**src/rtl/load_hazard_scoreboard.sv**
```systemverilog
// load_hazard_scoreboard: ordered queue of in-flight load destinations driving the ID read-after-load stall
module load_hazard_scoreboard #(
  parameter int DEPTH = 4,
  parameter int REG_AW = 5,
  parameter int CNT_W = 16,
  parameter int RETIRE_BYPASS = 1
) (
  input  logic                     clk,
  input  logic                     rst_n,
  input  logic                     issue_valid_i,
  input  logic                     issue_is_load_i,
  input  logic [REG_AW-1:0]        issue_rd_i,
  input  logic                     rs1_en_i,
  input  logic [REG_AW-1:0]        rs1_addr_i,
  input  logic                     rs2_en_i,
  input  logic [REG_AW-1:0]        rs2_addr_i,
  input  logic                     commit_i,
  input  logic                     retire_i,
  input  logic                     flush_i,
  output logic                     stall_o,
  output logic [REG_AW-1:0]        head_rd_o,
  output logic [$clog2(DEPTH):0]   count_o,
  output logic                     full_o,
  output logic                     empty_o,
  output logic [CNT_W-1:0]         stall_cycles_o,
  output logic                     err_o
);
  localparam int PW = $clog2(DEPTH);
  logic [PW:0] head_q, head_d, cptr_q, cptr_d, tail_q, tail_d;
  logic [REG_AW-1:0] rd_q [DEPTH];
  logic [CNT_W-1:0] stall_cycles_q, stall_cycles_d;
  logic err_q, err_d;
  logic match1, match2, com_ok, ret_ok, alloc, v;
  logic [PW-1:0] off;
  assign count_o = tail_q - head_q;
  assign full_o = (head_q[PW-1:0] == tail_q[PW-1:0]) & (head_q[PW] != tail_q[PW]);
  assign empty_o = head_q == tail_q;
  assign head_rd_o = empty_o ? '0 : rd_q[head_q[PW-1:0]];
  assign stall_cycles_o = stall_cycles_q;
  assign err_o = err_q;
  // Compare both sources against every live entry; a retiring head is forwarded from MEM instead
  always_comb begin
    match1 = 1'b0;
    match2 = 1'b0;
    off = '0;
    v = 1'b0;
    for (int i = 0; i < DEPTH; i++) begin
      off = PW'(i) - head_q[PW-1:0];
      v = ({1'b0, off} < count_o) & ~((RETIRE_BYPASS != 0) & retire_i & (off == '0));
      match1 = match1 | (v & rs1_en_i & (rs1_addr_i != '0) & (rd_q[i] == rs1_addr_i));
      match2 = match2 | (v & rs2_en_i & (rs2_addr_i != '0) & (rd_q[i] == rs2_addr_i));
    end
    stall_o = issue_valid_i & (match1 | match2 | (issue_is_load_i & full_o & ~retire_i));
  end
  // Pointer updates: commit, then retire against the post-commit cptr, then flush rewinds tail
  always_comb begin
    com_ok = commit_i & (cptr_q != tail_q);
    cptr_d = cptr_q + (PW+1)'(com_ok);
    ret_ok = retire_i & (head_q != cptr_d);
    head_d = head_q + (PW+1)'(ret_ok);
    alloc = issue_valid_i & issue_is_load_i & (issue_rd_i != '0) & ~stall_o & ~flush_i & (~full_o | ret_ok);
    tail_d = flush_i ? cptr_d : tail_q + (PW+1)'(alloc);
    err_d = err_q | (commit_i & ~com_ok) | (retire_i & ~ret_ok);
    stall_cycles_d = (stall_o & ~&stall_cycles_q) ? stall_cycles_q + 1'b1 : stall_cycles_q;
  end
  // Control state with asynchronous reset
  always_ff @(posedge clk or negedge rst_n) begin
    if (!rst_n) begin
      head_q <= '0;
      cptr_q <= '0;
      tail_q <= '0;
      stall_cycles_q <= '0;
      err_q <= 1'b0;
    end else begin
      head_q <= head_d;
      cptr_q <= cptr_d;
      tail_q <= tail_d;
      stall_cycles_q <= stall_cycles_d;
      err_q <= err_d;
    end
  end
  // Destination storage; contents only matter between head and tail
  always_ff @(posedge clk) begin
    if (alloc) rd_q[tail_q[PW-1:0]] <= issue_rd_i;
  end
endmodule

```
**config.mk**
```make
export PLATFORM = sky130hd
export DESIGN_NAME = load_hazard_scoreboard
export DESIGN_NICKNAME = d
export VERILOG_FILES = /design/src/rtl/load_hazard_scoreboard.sv
export SDC_FILE = /design/constraint.sdc
export NUM_CORES = 1
export LEC_CHECK = 0
export ABC_AREA = 1
export CAP_MARGIN = 20
export CORE_MARGIN = 2
export CORE_UTILIZATION = 40
export CTS_CLUSTER_DIAMETER = 30
export CTS_CLUSTER_SIZE = 10
export DETAILED_ROUTE_END_ITERATION = 6
export GPL_ROUTABILITY_DRIVEN = 0
export SYNTH_ARGS = -nofsm -noshare
export SYNTH_HDL_FRONTEND = slang
export SYNTH_SLANG_ARGS = --single-unit
```
**constraint.sdc**
```tcl
create_clock -name clk -period 10.26 [get_ports clk]
set_input_delay 1.539 -clock clk [delete_from_list [all_inputs] [get_ports clk]]
set_output_delay 1.539 -clock clk [all_outputs]
set_load 0.01 [all_outputs]
```
==> flow_summary.ini, run 1 <==
[floorplan]
row_count = 33
start_util = 0.414
core_area_um2 = 8260
num_io_pins = 52
die_h_um = 96.4
die_area_um2 = 9300
dieWidth_um = 96.4

[worst_setup_path]
endpoint_kind = primary output
r2r-start = head_q[1]$_DFF_PN0_
reg2reg_depth = 16
worst-r2r-setup-slack_ns = 6.26
reg2reg_to = rd_q[2][1]$_DFFE_PP_
cp_max_fo = 18
crit_arrival_ns = 3.88
critPathKind = reg2out
worstPathRequired_ns = 8.72
crit_path_start_kind = flip-flop

[timing]
worst_pin_slew_ns = 0.778
finClkSkew_ns = 0.0108
fin_tns_setup_ns = 0
period_share = 0.528
max_freq_mhz = 185
setup_viol = 0
fin_crit_ns = 5.41
rsz0062_at_grt = no
hold_viol = 0
slew_headroom = 0.480
slew_violations = 0

[layout]
diodes = 0
fin_cells = 599
final-seq-area_um2 = 1250
nets = 537
syn_to_final_growth_pct = 20.4
post-route-util = 0.498
multi_input_area_um2 = 1900
fillers = 847
layout-drive-gt1-share = 0.0547

[status]
status = finished, final reports clean

[routing]
first_pass_iters = 4
vias = 2938
drt_iter0_drc = 95
vias_per_cell = 4.90
drc = 0
wl_um = 8350
avgRoutedWirePerCell_um = 13.9
ant_nets = 0

[power_and_ir_drop]
power_density_nw_per_um2 = 224
p_leak_nw = 1.96
vdd_ir_drop_max_v = 0.0000939

[clock_tree]
root_buffer = clkbuf_8
cts_tree = done
cts_setup_buffers = 0
cts_buffer_depth = 2
numClockSinks = 46
numCtsBuffers = 5
holdBufCountCts = 0
clk_pin_slew_ns = 0.09
ctsResizeCount = 0
cts_max_level = 2
clk_latency_ns = 0.30

[synth]
yosysSeqAreaShare = 0.366
syn_area_per_cell_um2 = 7.68
synth.top_cells.by_area = dfrtp_1 19%, edfxtp_1 18%, nand2_1 14%, xor2_1 9.0%, ha_1 7.0%
yosysTopAreaCell = dfrtp_1
syn_area_um2 = 3420
synth_cell_types = 28
ys_ff_latch = 46
yosysWarnings = 0
synth_top_area_share = 0.190
netlist_instances = 445
syn_nets = 489

[min_path]
hold_path_class = reg2reg
holdPathStages = 2
holdPathEnd = err_o$_DFF_PN0_
min_from = err_o$_DFF_PN0_

[global_route]
antenna_found_initial = 0
grt_pass1_vias = 2828
grt.total_usage = 0.189
grt_pass1_wl_um = 13400
grt_overflow_total = 0
grt_max_degree = 27

[placement]
hpwl_um = 6520
port-buffer-count = 51
place_inst = 591

[job]
maxCapViolCount = 0
cell usage in the layout, fill, tap and decap left out, drive strengths merged:
cell type and n:
nand2 141, inv 55, clkdlybuf4s50 51, nor2 48, xor2 35, dfrtp 26
edfxtp 20, nand4 20, nand3 20, ha 19, xnor2 14, a21oi 13
o21ai 11, nor3 5, clkbuf 5, o21bai 3, nand3b 1, o31ai 1
o211ai 1, o221ai 1, fa 1, clkinv 1, bufinv 1, buf 1
layout make-up:
cell class	count	area share
Sequential cell	46	0.304
Clock buffer	5	0.0167
Clock inverter	3	0.0106
Tap cell	105	0.0319
Inverter	54	0.0493
Multi-Input combinational cell	334	0.462
Timing Repair Buffer	52	0.126
Yosys cell counts:
| master | n |
|---|---|
| o211ai_1 | 1 |
| nand3_4 | 2 |
| nor2_1 | 48 |
| nand3b_4 | 1 |
| edfxtp_1 | 20 |
| nand4_1 | 19 |
| clkbuf_2 | 1 |
| inv_1 | 53 |
| xor2_1 | 35 |
| a21oi_1 | 13 |
| inv_2 | 1 |
| nand3_1 | 17 |
| o21bai_1 | 3 |
| dfrtp_1 | 26 |
| nand2_1 | 129 |
| nand2_2 | 12 |
| buf_2 | 5 |
| o21ai_0 | 11 |
| o31ai_1 | 1 |
| clkbuf_1 | 4 |
| nand3_2 | 1 |
| o221ai_1 | 1 |
| nor3_1 | 5 |
| xnor2_1 | 14 |
| nand4_2 | 1 |
| fa_1 | 1 |
| ha_1 | 19 |
| buf_12 | 1 |
per-layer routing:
layer,share of wire,global-route usage
met2,0.47,0.323
met1,0.47,0.247
met4,0.019,0.0646
met5,0,0
met3,0.040,0.0240
sequential cells by signal, summed over array words and instances, names as in the netlist:
| register | cells |
|---|---|
| rd_q | 20 |
| stall_cycles_o | 16 |
| cptr_q | 3 |
| head_q | 3 |
| tail_q | 3 |
| err_o | 1 |
where the power goes:
| group | switching, W | internal, W |
|---|---|---|
| registers | 0.0000508 | 0.000221 |
| logic | 0.000279 | 0.000234 |
| clock network | 0.0000635 | 0.0000730 |
kinds of logic (layout without fill, tap and decap cells):
family          after synthesis  count (layout)  synth area share
simple gates                235             235             0.306
buf+inv                      65             114            0.0783
fa+ha+maj                    20              20            0.0754
flops                        46              46             0.366
xor+xnor                     49              49             0.126
compound gates               30              30            0.0487
through the flow:
step	total power (W)	hold WS, ns	worst slack (ns)	area, µm²
floorplan	0.000602	0.483	6.04	3420
global placement	0.000780	0.463	4.89	4000
finish	0.000921	0.482	4.85	4120
CTS	0.000932	0.494	4.80	4120
detailed placement	0.000793	0.472	4.88	4000
global route	0.00101	0.513	4.55	4120
worst max-delay path, cell delays in order, from the launching register on:
cell and delay [ns]:
dfrtp_1 0.64, inv_1 0.34, fa_1 0.63, inv_1 0.11
ha_1 0.31, inv_1 0.04, o21bai_1 0.12, nand3_1 0.09
nand2_1 0.12, nor2_1 0.06, nor2_1 0.09, nand2_1 0.07
nand2_2 0.08, nand3_4 0.20, nand2_1 0.15, inv_1 0.05
clkdlybuf4s50_1 0.47
worst max-delay path by stage:
stage | cells past startpoint | end | from
final | 16 | stall_o | head_q[1]$_DFF_PN0_
after detailed placement | 15 | stall_o | rs2_addr_i[1]
after floorplan | 15 | stall_o | head_q[1]$_DFF_PN0_
after global routing | 16 | stall_o | head_q[1]$_DFF_PN0_
after CTS | 16 | stall_o | head_q[1]$_DFF_PN0_
after global placement | 15 | stall_o | rs2_addr_i[1]
Power figures use the tool's default switching activity.
==> run 2, diff against run 1 <==
clock period = 4.7 ns   (was 10.26 ns; I/O delays follow)
==> run 2 against run 1 <==
Against the previous run:
- sequential share of layout area about the same
- combinational power up 110%
- core utilization grew 0.12 points
- largest cell class unchanged
- clock skew is 0.0017 ns higher
- global-route usage about the same
- routed wire length is 1.1% higher
==> flow_summary.ini, run 2 (synthesis gave the netlist of run 1 again) <==
[timing]
fin_tns_setup_ns = 0
rsz0062_at_grt = no
worst_pin_slew_ns = 0.504
holdWs_ns = 0.500
max_freq_mhz = 235
period_share = 0.904
slew_violations = 0
slew_headroom = 0.663
hold_viol = 0
fin_crit_ns = 4.25
finClkSkew_ns = 0.0125
setup_viol = 0

[worst_setup_path]
reg2reg_to = rd_q[1][3]$_DFFE_PP_
r2r-start = head_q[1]$_DFF_PN0_
crit_chain = inv_1 -> fa_1 -> inv_1 -> ha_1 -> o21bai_1 -> nand3_1 -> nand2_1 -> nor2_1 -> nor2_1 -> nand2_1 -> nand2_2 -> nand3_4 -> nand2_1 -> inv_1 -> clkdlybuf4s50_1
crit_path_start_kind = flip-flop
reg2reg_depth = 15
cp_max_fo = 18
critPathKind = reg2out
path_delay_family = adder cells
cpPeakStageDelay_ns = 0.60
endpoint_kind = primary output
worstPathRequired_ns = 3.99
critPathBufInv = 4
crit_arrival_ns = 3.54
worst-r2r-setup-slack_ns = 1.08
critPathSlowestCell = fa_1

[floorplan]
core_area_um2 = 8260
start_util = 0.414
die_area_um2 = 9300
row_count = 33
dieWidth_um = 96.4
die_h_um = 96.4
num_io_pins = 52

[job]
maxCapViolCount = 0

[layout]
layout-drive-gt1-share = 0.0606
fin_cells = 600
syn_to_final_growth_pct = 20.7
diodes = 0
layout_commonest_cell = nand2_1
largest_reg_flops = 20
final_cell_mix = 129 x nand2_1, 53 x inv_1, 51 x clkdlybuf4s50_1, 48 x nor2_1, 35 x xor2_1
post-route-util = 0.500
nets = 538

[status]
status = finished, final reports clean

[global_route]
grt_max_degree = 27
grt_overflow_total = 0
grt.total_usage = 0.189
grt_pass1_wl_um = 13600
antenna_found_initial = 0
grt_pass1_vias = 2873

[routing]
met2_length_um = 4010
drc = 0
vias_per_cell = 4.90
drt_iter0_drc = 131
wl_um = 8440
ant_nets = 0
first_pass_iters = 6
avgRoutedWirePerCell_um = 14.1
vias = 2939
highest_layer = met4
drt-met1-wl_um = 3980
wl_met3_um = 320

[min_path]
hold_path_class = reg2reg
holdPathStages = 2
holdPathEnd = err_o$_DFF_PN0_
min_from = err_o$_DFF_PN0_

[power_and_ir_drop]
vdd_ir_drop_max_v = 0.000163
power_density_nw_per_um2 = 481
p_leak_nw = 1.96

[clock_tree]
cts_max_level = 2
clk_latency_ns = 0.30
clk_pin_slew_ns = 0.10
cts_buffer_depth = 2
cts_tree = done
numClockSinks = 46
root_buffer = clkbuf_8
numCtsBuffers = 5

[placement]
port-buffer-count = 51
place_inst = 592
hpwl_um = 6590
-- run 2: what timing repair did --
action                                  CTS  global route
hold buffers                              0             0
setup buffers                             0             0
endpoints found under the setup margin    0             1
resized for setup                         0             2
-- run 2: stage by stage --
step	setup slack [ns]	power, W	instance area (µm²)
floorplan	1.32	0.00131	3420
global placement	0.710	0.00169	4010
detailed placement	0.632	0.00171	4010
CTS	0.285	0.00201	4120
global route	0.134	0.00218	4130
finish	0.452	0.00199	4130
-- run 2: worst max-delay path by stage --
| stage | start | cells past startpoint | slack [ns] | to |
|---|---|---|---|---|
| 5_1_grt | tail_q[0]$_DFF_PN0_ | 18 | 0.13 | stall_o |
| 6_report | head_q[1]$_DFF_PN0_ | 15 | 0.45 | stall_o |
| 3_5_place_dp | head_q[1]$_DFF_PN0_ | 16 | 0.63 | stall_o |
| 3_3_place_gp | head_q[1]$_DFF_PN0_ | 15 | 0.71 | stall_o |
| 2_1_floorplan | head_q[1]$_DFF_PN0_ | 15 | 1.32 | stall_o |
| 4_1_cts | head_q[1]$_DFF_PN0_ | 16 | 0.28 | stall_o |
-- run 2: layout make-up --
type	count	area [µm²]
multi-input cells	334	1900
inverters	54	203
flip-flops and latches	46	1250
fillers	843	4130
well taps	105	131
clock buffers	5	68.8
clock inverters	3	43.8
repair buffers	53	526
-- run 2: worst reg2reg max path: cells and delay by family (launching register included) --
family | cells | cell delay (ns)
AOI/OAI and AO/OA | 1 | 0.14
adders and majority gates | 2 | 0.91
buffers and inverters | 2 | 0.33
DFF | 1 | 0.51
and+or+nand+nor | 10 | 1.38
-- run 2: where the power goes --
group          internal, W  switching, W  leakage, nW
logic             0.000509      0.000588         1.39
registers         0.000485      0.000106        0.515
clock network     0.000159      0.000138       0.0585
total              0.00115      0.000832         1.96
-- run 2: per-layer routing --
layer,vias up,GRT usage
met1,1355,0.249
li1,1511,-
met2,61,0.325
met3,12,0.0233
met4,0,0.0552
met5,-,0
==> run 3, diff against run 2 <==
GPL_TIMING_DRIVEN = 0   (was unset)
PLACE_DENSITY = 0.62   (was unset)
==> run 3 against run 2 <==
Against the previous run:
- total power down 0.59%
- non-clock buffer count up 8
- design area up 0.88%
- critical path type unchanged
- critical endpoint unchanged
- largest power group unchanged
==> flow_summary.ini, run 3 (synthesis gave the netlist of run 1 again) <==
[status]
status = finished, final reports clean

[worst_setup_path]
reg2reg_depth = 17
reg2reg_to = rd_q[2][1]$_DFFE_PP_
crit_path_start_kind = flip-flop
critPathBufInv = 6
path_delay_family = buffers and inverters
cpPeakStageDelay_ns = 0.58
critPathSlowestCell = fa_1
cp_max_fo = 9
crit_arrival_ns = 3.58
r2r-start = head_q[1]$_DFF_PN0_
worstPathRequired_ns = 3.99
worst-r2r-setup-slack_ns = 1.05
critPathKind = reg2out
endpoint_kind = primary output
crit_chain = clkbuf_2 -> clkinvlp_4 -> fa_1 -> inv_1 -> ha_1 -> inv_1 -> o21bai_1 -> nand3_1 -> nand2_1 -> nor2_1 -> nor2_1 -> nand2_1 -> nand2_2 -> nand3_4 -> nand2_1 -> inv_1 -> clkdlybuf4s50_1

[layout]
syn_to_final_growth_pct = 21.7
largest_reg_flops = 20
fillers = 845
stdcell_area_um2 = 4160
nets = 546
final-seq-area_um2 = 1250
multi_input_area_um2 = 1900
diodes = 0
final_cell_mix = 129 x nand2_1, 52 x inv_1, 48 x nor2_1, 47 x clkdlybuf4s50_1, 35 x xor2_1
layout-drive-gt1-share = 0.0775
layout_commonest_cell = nand2_1

[floorplan]
start_util = 0.414
die_h_um = 96.4
num_io_pins = 52
die_area_um2 = 9300
dieWidth_um = 96.4
row_count = 33
core_area_um2 = 8260

[clock_tree]
root_buffer = clkbuf_8
numCtsBuffers = 5
cts_tree = done
clk_pin_slew_ns = 0.09
cts_buffer_depth = 2
numClockSinks = 46
cts_max_level = 2
clk_latency_ns = 0.31

[min_path]
holdPathEnd = err_o$_DFF_PN0_
holdPathStages = 2
hold_path_class = reg2reg
min_from = err_o$_DFF_PN0_

[power_and_ir_drop]
power_density_nw_per_um2 = 474
switching_share = 0.429
p_comb_frac = 0.584
p_clk_frac = 0.125
vdd_ir_drop_max_v = 0.000188
seqPwrFrac = 0.290
power.internal_w = 0.00113
p_leak_nw = 1.98
switching_power_w = 0.000847

[placement]
place_ws_ns = 0.449
placed_area_um2 = 4050
hpwl_um = 6580
port-buffer-count = 47

[global_route]
grt_pass1_wl_um = 13200
grt.total_usage = 0.186
grt_max_degree = 17
grt_overflow_total = 0
antenna_found_initial = 0
grt_pass1_vias = 2795

[timing]
slew_headroom = 0.545
fin_tns_setup_ns = 0
fin_crit_ns = 4.29
finClkSkew_ns = 0.00929
hold_viol = 0
setup_viol = 0
slew_violations = 0
max_freq_mhz = 233
worst_pin_slew_ns = 0.681
rsz0062_at_grt = no
worst_slack_ns = 0.414
period_share = 0.912

[routing]
avgRoutedWirePerCell_um = 13.3
ant_nets = 0
vias_per_cell = 4.89
drt_iter0_drc = 121
drc = 0
wl_um = 8110
vias = 2973
first_pass_iters = 5

[job]
maxCapViolCount = 0
-- run 3: cell types whose count changed in the layout (fill, tap and decap cells not counted), moves of 2 or more --
cell	delta
buf_2	+5
clkinvlp_4	+3
clkbuf_1	+2
dfrtp_1	+2
clkbuf_2	+3
dfrtp_2	-2
clkdlybuf4s50_1	-4
-- run 3: how the worst max path moves through the flow --
stage                   startpoint       to  slack [ns]  cells past startpoint
2_1_floorplan  head_q[1]$_DFF_PN0_  stall_o        1.32                     15
3_3_place_gp   head_q[1]$_DFF_PN0_  stall_o        0.50                     16
3_5_place_dp   head_q[1]$_DFF_PN0_  stall_o        0.45                     17
4_1_cts        head_q[1]$_DFF_PN0_  stall_o         0.1                     17
5_1_grt        head_q[1]$_DFF_PN0_  stall_o        0.07                     17
6_report       head_q[1]$_DFF_PN0_  stall_o        0.41                     17
-- run 3: routing by layer --
layer / vias to the layer above / global-route usage / share of wire
met2: 71 / 0.327 / 0.50
met4: 0 / 0.0528 / 0.015
met5: - / 0 / 0
li1: 1523 / - / -
met1: 1370 / 0.237 / 0.43
met3: 9 / 0.0303 / 0.053
-- run 3: tightest hold or removal path, cell delays in order (launching register included) --
cell and delay, ns:
dfrtp_1 0.36, inv_1 0.04, o221ai_1 0.06
-- run 3: timing repair --
item / in CTS / in global routing
endpoints found under the setup margin: 0 / 1
endpoints found under the hold margin: 0 / 0
hold buffers: 0 / 0
resized for setup: 0 / 5
setup buffers: 0 / 2
-- run 3: per-stage QoR --
| step | power (W) | hold slack [ns] | util | std cells |
|---|---|---|---|---|
| 2_1_floorplan | 0.00131 | 0.409 | - | 445 |
| 3_3_place_gp | 0.00169 | 0.465 | 0.487 | 597 |
| 3_5_place_dp | 0.00173 | 0.472 | 0.490 | 598 |
| 4_1_cts | 0.00198 | 0.496 | 0.501 | 606 |
| 5_1_grt | 0.00218 | 0.537 | 0.504 | 608 |
| 6_report | 0.00197 | 0.499 | 0.504 | 608 |
-- run 3: power by group through the flow --
stage	clock network, W	logic [W]	registers, W
6_report	0.000248	0.00115	0.000573
5_1_grt	0.000277	0.00132	0.000587
4_1_cts	0.000255	0.00115	0.000574
3_5_place_dp	0	0.00115	0.000582
3_3_place_gp	0	0.00111	0.000579
2_1_floorplan	0	0.000750	0.000564
-- run 3: final cells by class --
class,instances,share of cell area
Inverter,54,0.0496
Sequential cell,46,0.301
Clock buffer,5,0.0165
Tap cell,105,0.0316
Clock inverter,3,0.00571
Multi-Input combinational cell,334,0.456
Timing Repair Buffer,50,0.123
Buffer,11,0.0162
